## config.mk

```make
export PLATFORM = sky130hd
export DESIGN_NAME = alu_share_arbiter
export DESIGN_NICKNAME = d
export VERILOG_FILES = /design/src/rtl/alu_share_arbiter.sv
export SDC_FILE = /design/constraint.sdc
export NUM_CORES = 1
export LEC_CHECK = 0
export BUFFER_PORTS_ARGS = -buffer_cell sky130_fd_sc_hd__buf_2
export CORE_MARGIN = 2
export CORE_UTILIZATION = 30
export CTS_CLUSTER_DIAMETER = 100
export DETAILED_ROUTE_END_ITERATION = 10
export HOLD_SLACK_MARGIN = 0.15
export SYNTH_ARGS = -nofsm -noshare
export SYNTH_HDL_FRONTEND = slang
export SYNTH_SLANG_ARGS = --single-unit
```

## constraint.sdc

```tcl
create_clock -name clk -period 1.5 [get_ports clk]
set_input_delay 0.225 -clock clk [delete_from_list [all_inputs] [get_ports clk]]
set_output_delay 0.225 -clock clk [all_outputs]
set_load 0.05 [all_outputs]
```

## src/rtl/alu_share_arbiter.sv

```systemverilog
// alu_share_arbiter: shares one combinational 3-bit-function ALU between two
// requesters. Round-robin arbitration in IDLE, one ALU evaluation in EXEC and
// a held valid/ready response to the winner in RESP.
// Optional grant counters are enabled with the macro ALU_SHARE_ARBITER_STATS_EN.
module alu_share_arbiter #(
    parameter int WIDTH = 32,
    parameter int CNT_W = 16
) (
    input  logic             clk,
    input  logic             reset,
    input  logic             req0_valid,
    output logic             req0_ready,
    input  logic [WIDTH-1:0] req0_a,
    input  logic [WIDTH-1:0] req0_b,
    input  logic [2:0]       req0_f,
    output logic             rsp0_valid,
    input  logic             rsp0_ready,
    output logic [WIDTH-1:0] rsp0_y,
    output logic             rsp0_zero,
    input  logic             req1_valid,
    output logic             req1_ready,
    input  logic [WIDTH-1:0] req1_a,
    input  logic [WIDTH-1:0] req1_b,
    input  logic [2:0]       req1_f,
    output logic             rsp1_valid,
    input  logic             rsp1_ready,
    output logic [WIDTH-1:0] rsp1_y,
    output logic             rsp1_zero,
    output logic [WIDTH-1:0] alu_a,
    output logic [WIDTH-1:0] alu_b,
    output logic [2:0]       alu_f,
    input  logic [WIDTH-1:0] alu_y,
    input  logic             alu_zero,
    output logic             busy
`ifdef ALU_SHARE_ARBITER_STATS_EN
    ,
    output logic [CNT_W-1:0] grant_cnt0,
    output logic [CNT_W-1:0] grant_cnt1
`endif
);

    typedef enum logic [1:0] {
        IDLE = 2'd0,
        EXEC = 2'd1,
        RESP = 2'd2
    } state_t;

    state_t           state_r;
    logic             rr_ptr_r;
    logic             owner_r;
    logic [WIDTH-1:0] op_a_r;
    logic [WIDTH-1:0] op_b_r;
    logic [2:0]       op_f_r;
    logic [WIDTH-1:0] res_y_r;
    logic             res_zero_r;
    logic             rsp0_valid_r;
    logic             rsp1_valid_r;
    logic             busy_r;

    logic             grant_s;
    logic             win_s;
    logic             rsp_take_s;

    // Counter width must be usable whenever the statistics are compiled in.
    if (CNT_W < 1) begin : g_cnt_w_invalid
    end

    // Round-robin arbitration; only meaningful while idle.
    always_comb begin
        grant_s = 1'b0;
        win_s   = 1'b0;
        if (state_r == IDLE) begin
            if (req0_valid && req1_valid) begin
                grant_s = 1'b1;
                win_s   = rr_ptr_r;
            end else if (req0_valid) begin
                grant_s = 1'b1;
                win_s   = 1'b0;
            end else if (req1_valid) begin
                grant_s = 1'b1;
                win_s   = 1'b1;
            end else begin
                grant_s = 1'b0;
                win_s   = 1'b0;
            end
        end else begin
            grant_s = 1'b0;
            win_s   = 1'b0;
        end
    end

    // The owner's response ready ends the response phase.
    always_comb begin
        if (owner_r) begin
            rsp_take_s = rsp1_ready;
        end else begin
            rsp_take_s = rsp0_ready;
        end
    end

    assign req0_ready = grant_s & ~win_s;
    assign req1_ready = grant_s & win_s;

    // Transaction sequencer: accept, evaluate once, hold the response.
    always_ff @(posedge clk) begin
        if (reset) begin
            state_r      <= IDLE;
            rr_ptr_r     <= 1'b0;
            owner_r      <= 1'b0;
            op_a_r       <= {WIDTH{1'b0}};
            op_b_r       <= {WIDTH{1'b0}};
            op_f_r       <= 3'b000;
            res_y_r      <= {WIDTH{1'b0}};
            res_zero_r   <= 1'b0;
            rsp0_valid_r <= 1'b0;
            rsp1_valid_r <= 1'b0;
            busy_r       <= 1'b0;
        end else begin
            case (state_r)
                IDLE: begin
                    if (grant_s) begin
                        op_a_r   <= win_s ? req1_a : req0_a;
                        op_b_r   <= win_s ? req1_b : req0_b;
                        op_f_r   <= win_s ? req1_f : req0_f;
                        owner_r  <= win_s;
                        rr_ptr_r <= ~win_s;
                        busy_r   <= 1'b1;
                        state_r  <= EXEC;
                    end else begin
                        state_r  <= IDLE;
                    end
                end
                EXEC: begin
                    res_y_r      <= alu_y;
                    res_zero_r   <= alu_zero;
                    rsp0_valid_r <= ~owner_r;
                    rsp1_valid_r <= owner_r;
                    state_r      <= RESP;
                end
                RESP: begin
                    if (rsp_take_s) begin
                        rsp0_valid_r <= 1'b0;
                        rsp1_valid_r <= 1'b0;
                        busy_r       <= 1'b0;
                        state_r      <= IDLE;
                    end else begin
                        state_r      <= RESP;
                    end
                end
                default: begin
                    rsp0_valid_r <= 1'b0;
                    rsp1_valid_r <= 1'b0;
                    busy_r       <= 1'b0;
                    state_r      <= IDLE;
                end
            endcase
        end
    end

`ifdef ALU_SHARE_ARBITER_STATS_EN
    logic [CNT_W-1:0] grant_cnt0_r;
    logic [CNT_W-1:0] grant_cnt1_r;

    // Per-requester handshake counters, wrapping naturally.
    always_ff @(posedge clk) begin
        if (reset) begin
            grant_cnt0_r <= {CNT_W{1'b0}};
            grant_cnt1_r <= {CNT_W{1'b0}};
        end else if (grant_s) begin
            if (win_s) begin
                grant_cnt1_r <= grant_cnt1_r + {{(CNT_W-1){1'b0}}, 1'b1};
            end else begin
                grant_cnt0_r <= grant_cnt0_r + {{(CNT_W-1){1'b0}}, 1'b1};
            end
        end else begin
            grant_cnt0_r <= grant_cnt0_r;
            grant_cnt1_r <= grant_cnt1_r;
        end
    end

    assign grant_cnt0 = grant_cnt0_r;
    assign grant_cnt1 = grant_cnt1_r;
`endif

    // ALU operands come only from the latched registers.
    assign alu_a      = op_a_r;
    assign alu_b      = op_b_r;
    assign alu_f      = op_f_r;

    assign rsp0_valid = rsp0_valid_r;
    assign rsp1_valid = rsp1_valid_r;
    assign rsp0_y     = res_y_r;
    assign rsp1_y     = res_y_r;
    assign rsp0_zero  = res_zero_r;
    assign rsp1_zero  = res_zero_r;
    assign busy       = busy_r;

endmodule

```

==> impl_metrics.ini, run 1 <==
[run_status]
outcome = finished, final reports clean

[worst_setup_path]
r2r_cells = 5
cpPeakStageDelay_ns = 0.37
worstPathRequired_ns = 1.27
ff2ff_setup_slack_ns = 0.07
worstPathCellList = nor3b_4 > nand2_2 > clkinvlp_4 > buf_8
critPathSlowestCell = dfxtp_4
r2r_start = state_r[0]$_SDFF_PP0_
path_max_fanout = 3
critPathLaunchType = flop
critPathLaunch = state_r[0]$_SDFF_PP0_
crit_cells = 4
cp_top_family = flip-flops
endpoint = req1_ready
worstSetupEndpointType = output pin
path_buf_inv = 2
arrival_ns = 1.25
path_class = flop to output pin
timing.rr.end = alu_a[14]$_SDFFE_PP0P_

[sta]
drv_slew = 0
final_hold_viol_count = 0
max_freq_mhz = 676
relSlewSlack_pct = 70.5
finalClockSkew_ns = 0.00571
rsz0062_at_grt = true
finalSetupViolCount = 0
fin_crit_ns = 1.48
min_period_over_period_pct = 98.6
worstMarginPinSlew_ns = 0.443

[synthesis]
avgSynthCellArea_um2 = 7.91
post-synth-top-count-cell = dfxtp_1
synth_enable_flop_cells = 0
synth_cells = 612
syn_area_um2 = 4840
synth_nets = 785
synth_area_leaders = dfxtp_1 44%, a31oi_1 8.7%, nand4_1 8.7%, o21ai_1 7.3%, nand3_1 7.0%
seq_area_frac_synth_pct = 44.3
yosysTopAreaCell = dfxtp_1
synthArstFlopShare_pct = 0
synth_top_area_share_pct = 44.3
ys_ff_latch = 107
synth_flop_cell = dfxtp_1
synth.top_cells.by_count = 107 x dfxtp_1, 71 x o21ai_1, 68 x nand2_1, 68 x nand3_1
synth_cell_type_count = 25
yosysWarningCount = 0

[die]
die_h_um = 131
dieArea_um2 = 17200
die_w_um = 131
core_um2 = 15800
start_util_pct = 30.6
io_pins = 311
rows = 46

[min_path]
hp-class = input pin to flop
holdPathStages = 3
hold_start = req1_f[0]

[layout]
final_cell_area_um2 = 7900
layoutNonFillerInstCount = 1181
synthToLayoutAreaGrowth_pct = 63.2
drive_above_1_share_pct = 38.2
fin_nets = 1131

[grt]
grtUsageTotal_pct = 20.9
grt_pass1_vias = 5397
use_met3_pct = 4.72
use_met2_pct = 35.9
grt_overflow_total = 0
antenna_found_initial = 1
grt_first_pass_wirelength_um = 28000
grt_busiest_layer = met2
grt_max_degree = 47
grtUsageMet1_pct = 24.9

[clock_tree]
clk_path_buf_depth = 2
cts_root_buffer = clkbuf_16
cts_tree = built
cts_sinks = 107
numCtsBuffers = 9
clk_pin_slew_ns = 0.07
cts_max_level = 3
clock_latency_ns = 0.35

[detailed_routing]
wl_um = 18900
vias_per_cell = 5.04
num_vias = 5956
drc = 0
avgRoutedWirePerCell_um = 16.0
dr.pass1.iters = 4
final_antenna_net_count = 0
drtIter0Drc = 292

[flow_run]
cap_violations = 0

[placement]
place_inst = 1057
globalplace.congestion = 0.792
post-dp-hpwl_um = 12600
port_buffers = 310
dpl_cell_area_um2 = 6440

[pwr]
p_per_area_nw_per_um2 = 1150
leakagePower_nw = 3.52
irDropWorstVdd_v = 0.000545
==> worst register-to-register path, cell delays in order (launching register included) <==
cell and delay, ns:
dfxtp_4 0.37, buf_4 0.15, or2_2 0.32, buf_12 0.20, o21ai_1 0.19, a31oi_1 0.10
==> state kept, by name, indices dropped and copies added, names as in the netlist <==
signal and cells:
alu_a 32, alu_b 32, rsp0_y 32, alu_f 3
state_r 2, busy 1, owner_r 1, rr_ptr_r 1
rsp0_valid 1, rsp0_zero 1, rsp1_valid 1
==> cell usage in the layout, fill, tap and decap left out, types with 2 or more instances in the layout <==
| master | netlist | final |
|---|---|---|
| bufinv_16 | 0 | 4 |
| buf_12 | 0 | 11 |
| nor2_4 | 0 | 2 |
| clkinvlp_4 | 0 | 2 |
| clkbuf_16 | 0 | 9 |
| nand2b_1 | 5 | 4 |
| o21ai_1 | 71 | 70 |
| buf_6 | 2 | 3 |
| dfxtp_1 | 107 | 105 |
| nand2_2 | 0 | 2 |
| diode_2 | 0 | 2 |
| nand3b_1 | 2 | 2 |
| a31oi_1 | 67 | 67 |
| buf_4 | 36 | 18 |
| nand3_1 | 68 | 67 |
| a21oi_1 | 36 | 36 |
| nand4_1 | 67 | 67 |
| inv_1 | 4 | 2 |
| dlygate4sd3_1 | 0 | 102 |
| clkbuf_1 | 39 | 2 |
| nand2_1 | 68 | 66 |
| buf_2 | 24 | 307 |
==> power by group <==
part           internal, W  total [W]  switching [W]
sequential         0.00309    0.00323       0.000143
combinational     0.000948    0.00295        0.00200
clock              0.00180    0.00287        0.00107
==> cell families (layout without fill, tap and decap cells) <==
logic type	after synthesis	after routing	share of synthesized area (%)
other	0	2	0
AND/OR/NAND/NOR	216	216	22.9
flip-flops	107	107	44.3
AO/OA/AOI/OAI	177	177	20.2
buffers and inverters	111	462	12.4
multiplexers	1	1	0.207
==> metrics by stage <==
step	power, W	util, %	hold WS, ns	TNS, ns	setup WS (ns)
after floorplan	0.00521	-	0.361	-0.0240	-0.0240
after global placement	0.00599	40.7	0.452	0	0.145
after detailed placement	0.00600	40.7	0.457	0	0.0823
after CTS	0.00915	49.8	0.151	-0.00352	-0.00352
after global routing	0.00948	49.9	0.153	-0.0595	-0.0595
final	0.00905	49.9	0.163	0	0.0206
==> routing by layer <==
layer	wire length, µm	share of wire [%]
met5	0	0
met4	416	2.2
met3	1570	8.3
met2	9330	49
met1	7600	40
==> what timing repair did <==
action                                  4_1_cts  5_1_grt
pin swaps                                     3        0
endpoints found under the hold margin        94        0
hold buffers                                102        0
endpoints found under the setup margin        2        8
setup buffers                                 4        0
resized for setup                            10        4
==> how the worst min path moves through the flow <==
| stage | end |
|---|---|
| after floorplan | rsp0_y[0]$_SDFFE_PP0N_ |
| after global placement | rsp0_y[2]$_SDFFE_PP0N_ |
| after detailed placement | rsp0_y[1]$_SDFFE_PP0N_ |
| after CTS | alu_a[12]$_SDFFE_PP0P_ |
| after global routing | alu_f[0]$_SDFFE_PP0P_ |
| final | alu_f[0]$_SDFFE_PP0P_ |
==> area by class of cell <==
| cell class | count | area, µm² |
|---|---|---|
| diodes | 2 | 5.00 |
| multi-input cells | 394 | 2130 |
| well taps | 216 | 270 |
| flip-flops and latches | 107 | 2150 |
| clock buffers | 11 | 233 |
| repair buffers | 442 | 2960 |
| fillers | 1485 | 7930 |
| clock inverters | 5 | 125 |
| inverters | 4 | 22.5 |
Power figures use the tool's default switching activity.
==> run 2: changes to the inputs <==
--- a/config.mk
+++ b/config.mk
@@ -6,11 +6,14 @@
 export NUM_CORES = 1
 export LEC_CHECK = 0
 export BUFFER_PORTS_ARGS = -buffer_cell sky130_fd_sc_hd__buf_2
+export CELL_PAD_IN_SITES_DETAIL_PLACEMENT = 1
+export CELL_PAD_IN_SITES_GLOBAL_PLACEMENT = 2
 export CORE_MARGIN = 2
-export CORE_UTILIZATION = 30
+export CORE_UTILIZATION = 22
 export CTS_CLUSTER_DIAMETER = 100
 export DETAILED_ROUTE_END_ITERATION = 10
 export HOLD_SLACK_MARGIN = 0.15
+export PLACE_DENSITY_LB_ADDON = 0.1
 export SYNTH_ARGS = -nofsm -noshare
 export SYNTH_HDL_FRONTEND = slang
 export SYNTH_SLANG_ARGS = --single-unit
==> run 2 against run 1 <==
Effect of this change:
- non-clock buffer count is 8 higher
- first-iteration DRC count is 29% lower
- combinational power is 5% higher
- largest cell class unchanged
==> impl_metrics.ini, run 2 (synthesized netlist as in run 1, its figures left out) <==
[die]
die_h_um = 152
dieArea_um2 = 23200
die_w_um = 152
start_util_pct = 22.3
rows = 54
core_um2 = 21700
io_pins = 311

[sta]
finalSetupViolCount = 0
final_hold_viol_count = 0
finalClockSkew_ns = 0.0158
fin_crit_ns = 1.50
min_period_over_period_pct = 100
drv_slew = 0
rsz0062_at_grt = true
max_freq_mhz = 667
holdWs_ns = 0.161
layout_setup_ws_ns = 0.000688
relSlewSlack_pct = 64.8
worstMarginPinSlew_ns = 0.527

[worst_setup_path]
path_class = flop to output pin
worstSetupEndpointType = output pin
critPathLaunchType = flop
arrival_ns = 1.27
r2r_start = state_r[0]$_SDFF_PP0_
ff2ff_setup_slack_ns = 0.05
worstPathRequired_ns = 1.27
r2r_cells = 5
timing.rr.end = alu_b[15]$_SDFFE_PP0P_
path_max_fanout = 4

[clock_tree]
cts_max_level = 3
cts_sinks = 107
clk_pin_slew_ns = 0.07
numCtsBuffers = 9
clock_latency_ns = 0.36
cts_tree = built
clk_path_buf_depth = 2
cts_root_buffer = clkbuf_16

[pwr]
total_power_w = 0.00903
leakagePower_nw = 3.55
irDropWorstVdd_v = 0.000580
p_per_area_nw_per_um2 = 1120

[layout]
fin_nets = 1139
synthToLayoutAreaGrowth_pct = 66.9
layout_common_cells = 307 x buf_2, 105 x dfxtp_1, 104 x dlygate4sd3_1
drive_above_1_share_pct = 38.8
layoutNonFillerInstCount = 1253
layout_commonest_cell = buf_2
utilization_pct = 37.2

[grt]
grt_pass1_vias = 6508
grtUsageTotal_pct = 19.2
grt_first_pass_wirelength_um = 35800
antenna_found_initial = 3
grt_overflow_total = 0
grt_max_degree = 43

[detailed_routing]
dr.pass1.iters = 6
drtIter0Drc = 206
vias_per_cell = 4.94
drc = 0
final_antenna_net_count = 0
num_vias = 6191
wl_um = 23600
avgRoutedWirePerCell_um = 18.8

[placement]
pre_cts_slack_ns = 0.0705
port_buffers = 310
globalplace.congestion = 0.769
post-dp-hpwl_um = 15300
place_inst = 1122

[min_path]
min_to = alu_f[0]$_SDFFE_PP0P_
hold_start = req0_f[0]
holdPathStages = 3
hp-class = input pin to flop

[run_status]
outcome = finished, final reports clean

[flow_run]
cap_violations = 0
-- run 2: changes by cell type in the layout (fill, tap and decap cells not counted), moves of 2 or more --
| cell | previous run | this run |
|---|---|---|
| clkbuf_16 | 9 | 11 |
| o21ai_2 | 1 | 3 |
| dlygate4sd3_1 | 102 | 104 |
| buf_4 | 18 | 20 |
| bufinv_16 | 4 | 2 |
| o21ai_1 | 70 | 68 |
-- run 2: per-stage QoR --
step           setup TNS, ns  instance area [µm²]
6_report                   0                 8080
5_1_grt               -0.125                 8070
4_1_cts              -0.0216                 7960
3_5_place_dp               0                 6530
3_3_place_gp               0                 6530
2_1_floorplan        -0.0240                 4850
-- run 2: worst max-delay path, cell delays in order (launching register included) --
cell and delay (ns):
dfxtp_4 0.37, nor3b_4 0.22, nand2_2 0.11, clkinvlp_4 0.09, buf_8 0.14
-- run 2: metal layers --
metal  track usage, %  wire length [µm]  vias to the layer above
met1             22.8              9800                     3011
met5                0                11                        -
met4             6.01               517                        2
met3             5.52              1630                       31
met2             33.4             11600                      235
li1                 -                 -                     2912
-- run 2: worst max-delay path by stage --
stage / startpoint / endpoint / slack, ns / depth (start not counted)
2_1_floorplan: state_r[1]$_SDFF_PP0_ / req1_ready / -0.02 / 6
3_3_place_gp: state_r[1]$_SDFF_PP0_ / alu_a[0]$_SDFFE_PP0P_ / 0.12 / 4
3_5_place_dp: state_r[0]$_SDFF_PP0_ / alu_a[27]$_SDFFE_PP0P_ / 0.07 / 4
4_1_cts: state_r[0]$_SDFF_PP0_ / req1_ready / -0.02 / 4
5_1_grt: state_r[1]$_SDFF_PP0_ / req1_ready / -0.06 / 4
6_report: state_r[1]$_SDFF_PP0_ / req1_ready / 0.0007 / 4
-- run 2: report_power, final --
part           total (W)  internal [W]  switching, W
sequential       0.00323       0.00309      0.000145
combinational    0.00310       0.00100       0.00210
clock            0.00270       0.00152       0.00117
total            0.00903       0.00561       0.00342
-- run 2: cell type report --
cell class	instances	area (µm²)
Clock buffer	11	243
Timing Repair Buffer	450	3070
Tap cell	280	350
Antenna cell	2	5.00
Multi-Input combinational cell	394	2150
Clock inverter	5	85.1
Sequential cell	107	2150
Inverter	4	22.5
Fill cell	2622	13600
-- run 2: repair_timing --
item / 4_1_cts / 5_1_grt
resized for setup: 10 / 11
endpoints found under the setup margin: 2 / 20
buffers inserted: 5 / 2
pin swaps: 3 / 3
endpoints found under the hold margin: 96 / 0
gates cloned: 0 / 2
hold buffers: 104 / 0
==> run 3: changes to the inputs <==
--- a/config.mk
+++ b/config.mk
@@ -8,7 +8,7 @@
 export BUFFER_PORTS_ARGS = -buffer_cell sky130_fd_sc_hd__buf_2
 export CELL_PAD_IN_SITES_DETAIL_PLACEMENT = 1
 export CELL_PAD_IN_SITES_GLOBAL_PLACEMENT = 2
-export CORE_MARGIN = 2
+export CORE_MARGIN = 3
 export CORE_UTILIZATION = 22
 export CTS_CLUSTER_DIAMETER = 100
 export DETAILED_ROUTE_END_ITERATION = 10
==> run 3 against run 2 <==
Effect of this change:
- register-to-register slack is essentially flat
- total power shrank 0.64%
- maximum frequency is essentially flat
- sequential share of layout area grew 0.26 points
- via count shrank 0.65%
- setup slack is essentially flat
- combinational power shrank 1%
- critical path type unchanged
==> impl_metrics.ini, run 3 (synthesized netlist as in run 1, its figures left out) <==
[run_status]
outcome = finished, final reports clean

[detailed_routing]
avgRoutedWirePerCell_um = 18.8
drtIter0Drc = 238
vias_per_cell = 4.96
wl_met2_um = 11600
wl_um = 23300
routed-wl-met3_um = 1530
dr.pass1.iters = 4
num_vias = 6151
final_antenna_net_count = 0
highest_layer = met5
met1_length_um = 9650
drc = 0

[layout]
layout_commonest_cell = buf_2
fin_nets = 1130
synthToLayoutAreaGrowth_pct = 65.2
layout_common_cells = 307 x buf_2, 104 x dfxtp_1, 97 x dlygate4sd3_1
drive_above_1_share_pct = 39.1

[die]
start_util_pct = 22.7
die_h_um = 154
rows = 53
core_um2 = 21300
die_w_um = 154
io_pins = 311
dieArea_um2 = 23800

[worst_setup_path]
ff2ff_setup_slack_ns = 0.04
path_max_fanout = 3
worstSetupEndpointType = output pin
critPathLaunchType = flop
r2r_cells = 5
arrival_ns = 1.27
path_class = flop to output pin
worstPathRequired_ns = 1.27

[clock_tree]
clock_latency_ns = 0.35
cts_root_buffer = clkbuf_16
cts_max_level = 3
cts_tree = built
numCtsBuffers = 9
clk_path_buf_depth = 2
clk_pin_slew_ns = 0.07
cts_sinks = 107

[placement]
globalplace.congestion = 0.771
port_buffers = 310
pre_cts_slack_ns = 0.0835
post-dp-hpwl_um = 16200

[sta]
fin_setup_tns_ns = 0
final_hold_viol_count = 0
fin_crit_ns = 1.50
finalSetupViolCount = 0
drv_slew = 0
relSlewSlack_pct = 66.0
rsz0062_at_grt = true
finalClockSkew_ns = 0.0107
worstMarginPinSlew_ns = 0.510
max_freq_mhz = 667
layout_setup_ws_ns = 0.000997
min_period_over_period_pct = 99.9

[grt]
antenna_found_initial = 3
grt_first_pass_wirelength_um = 35900
grt_overflow_total = 0
grt_pass1_vias = 6492
grt_max_degree = 45
grtUsageTotal_pct = 18.6

[min_path]
holdPathStages = 3
hp-class = input pin to flop

[pwr]
p_per_area_nw_per_um2 = 1120
irDropWorstVdd_v = 0.000479
leakagePower_nw = 3.52

[flow_run]
cap_violations = 0
-- run 3: area by class of cell --
cell class	count	area, µm²
Fill cell	2583	13300
Timing Repair Buffer	441	3000
Multi-Input combinational cell	394	2150
Sequential cell	107	2150
Tap cell	275	344
Clock buffer	10	229
Clock inverter	6	95.1
Inverter	4	22.5
Antenna cell	2	5.00
-- run 3: path summary, 6_finish.rpt --
check	startpoint	to
worst min-delay path	req1_b[1]	alu_b[1]$_SDFFE_PP0P_
worst max register to register	state_r[0]$_SDFF_PP0_	alu_a[24]$_SDFFE_PP0P_
worst min register to register	rsp0_y[0]$_SDFFE_PP0N_	rsp0_y[0]$_SDFFE_PP0N_
worst max-delay path	state_r[0]$_SDFF_PP0_	req1_ready
-- run 3: critical path, cell delays in order, from the launching register on --
cell and delay, ns:
dfxtp_4 0.37, nor3b_4 0.22, nand2_2 0.10, clkinvlp_4 0.10
buf_8 0.14
-- run 3: timing repair --
| item | in CTS | in global routing |
|---|---|---|
| pin swaps | 3 | 0 |
| resized for setup | 11 | 5 |
| endpoints found under the hold margin | 94 | 0 |
| endpoints found under the setup margin | 2 | 18 |
| hold buffers | 97 | 0 |
| buffers inserted | 4 | 0 |
-- run 3: metal layers --
metal  track usage, %  up-vias
met5                0        -
met4             6.14        2
met3             4.78       30
met2             32.4      224
met1             22.4     2995
li1                 -     2900
-- run 3: metrics by stage --
step	total power [W]	utilization [%]	std cells	hold slack, ns	area (µm²)
4_1_cts	0.00909	37.4	1237	0.151	7970
2_1_floorplan	0.00521	-	612	0.361	4850
6_report	0.00897	37.6	1239	0.164	7990
3_3_place_gp	0.00609	31.0	1120	0.452	6610
5_1_grt	0.00943	37.6	1239	0.151	7990
3_5_place_dp	0.00614	31.0	1120	0.459	6610
-- run 3: power by group --
part           switching [W]  internal (W)  leakage (nW)
logic                0.00207      0.000984          2.48
registers           0.000150       0.00309         0.880
clock network        0.00119       0.00149         0.158
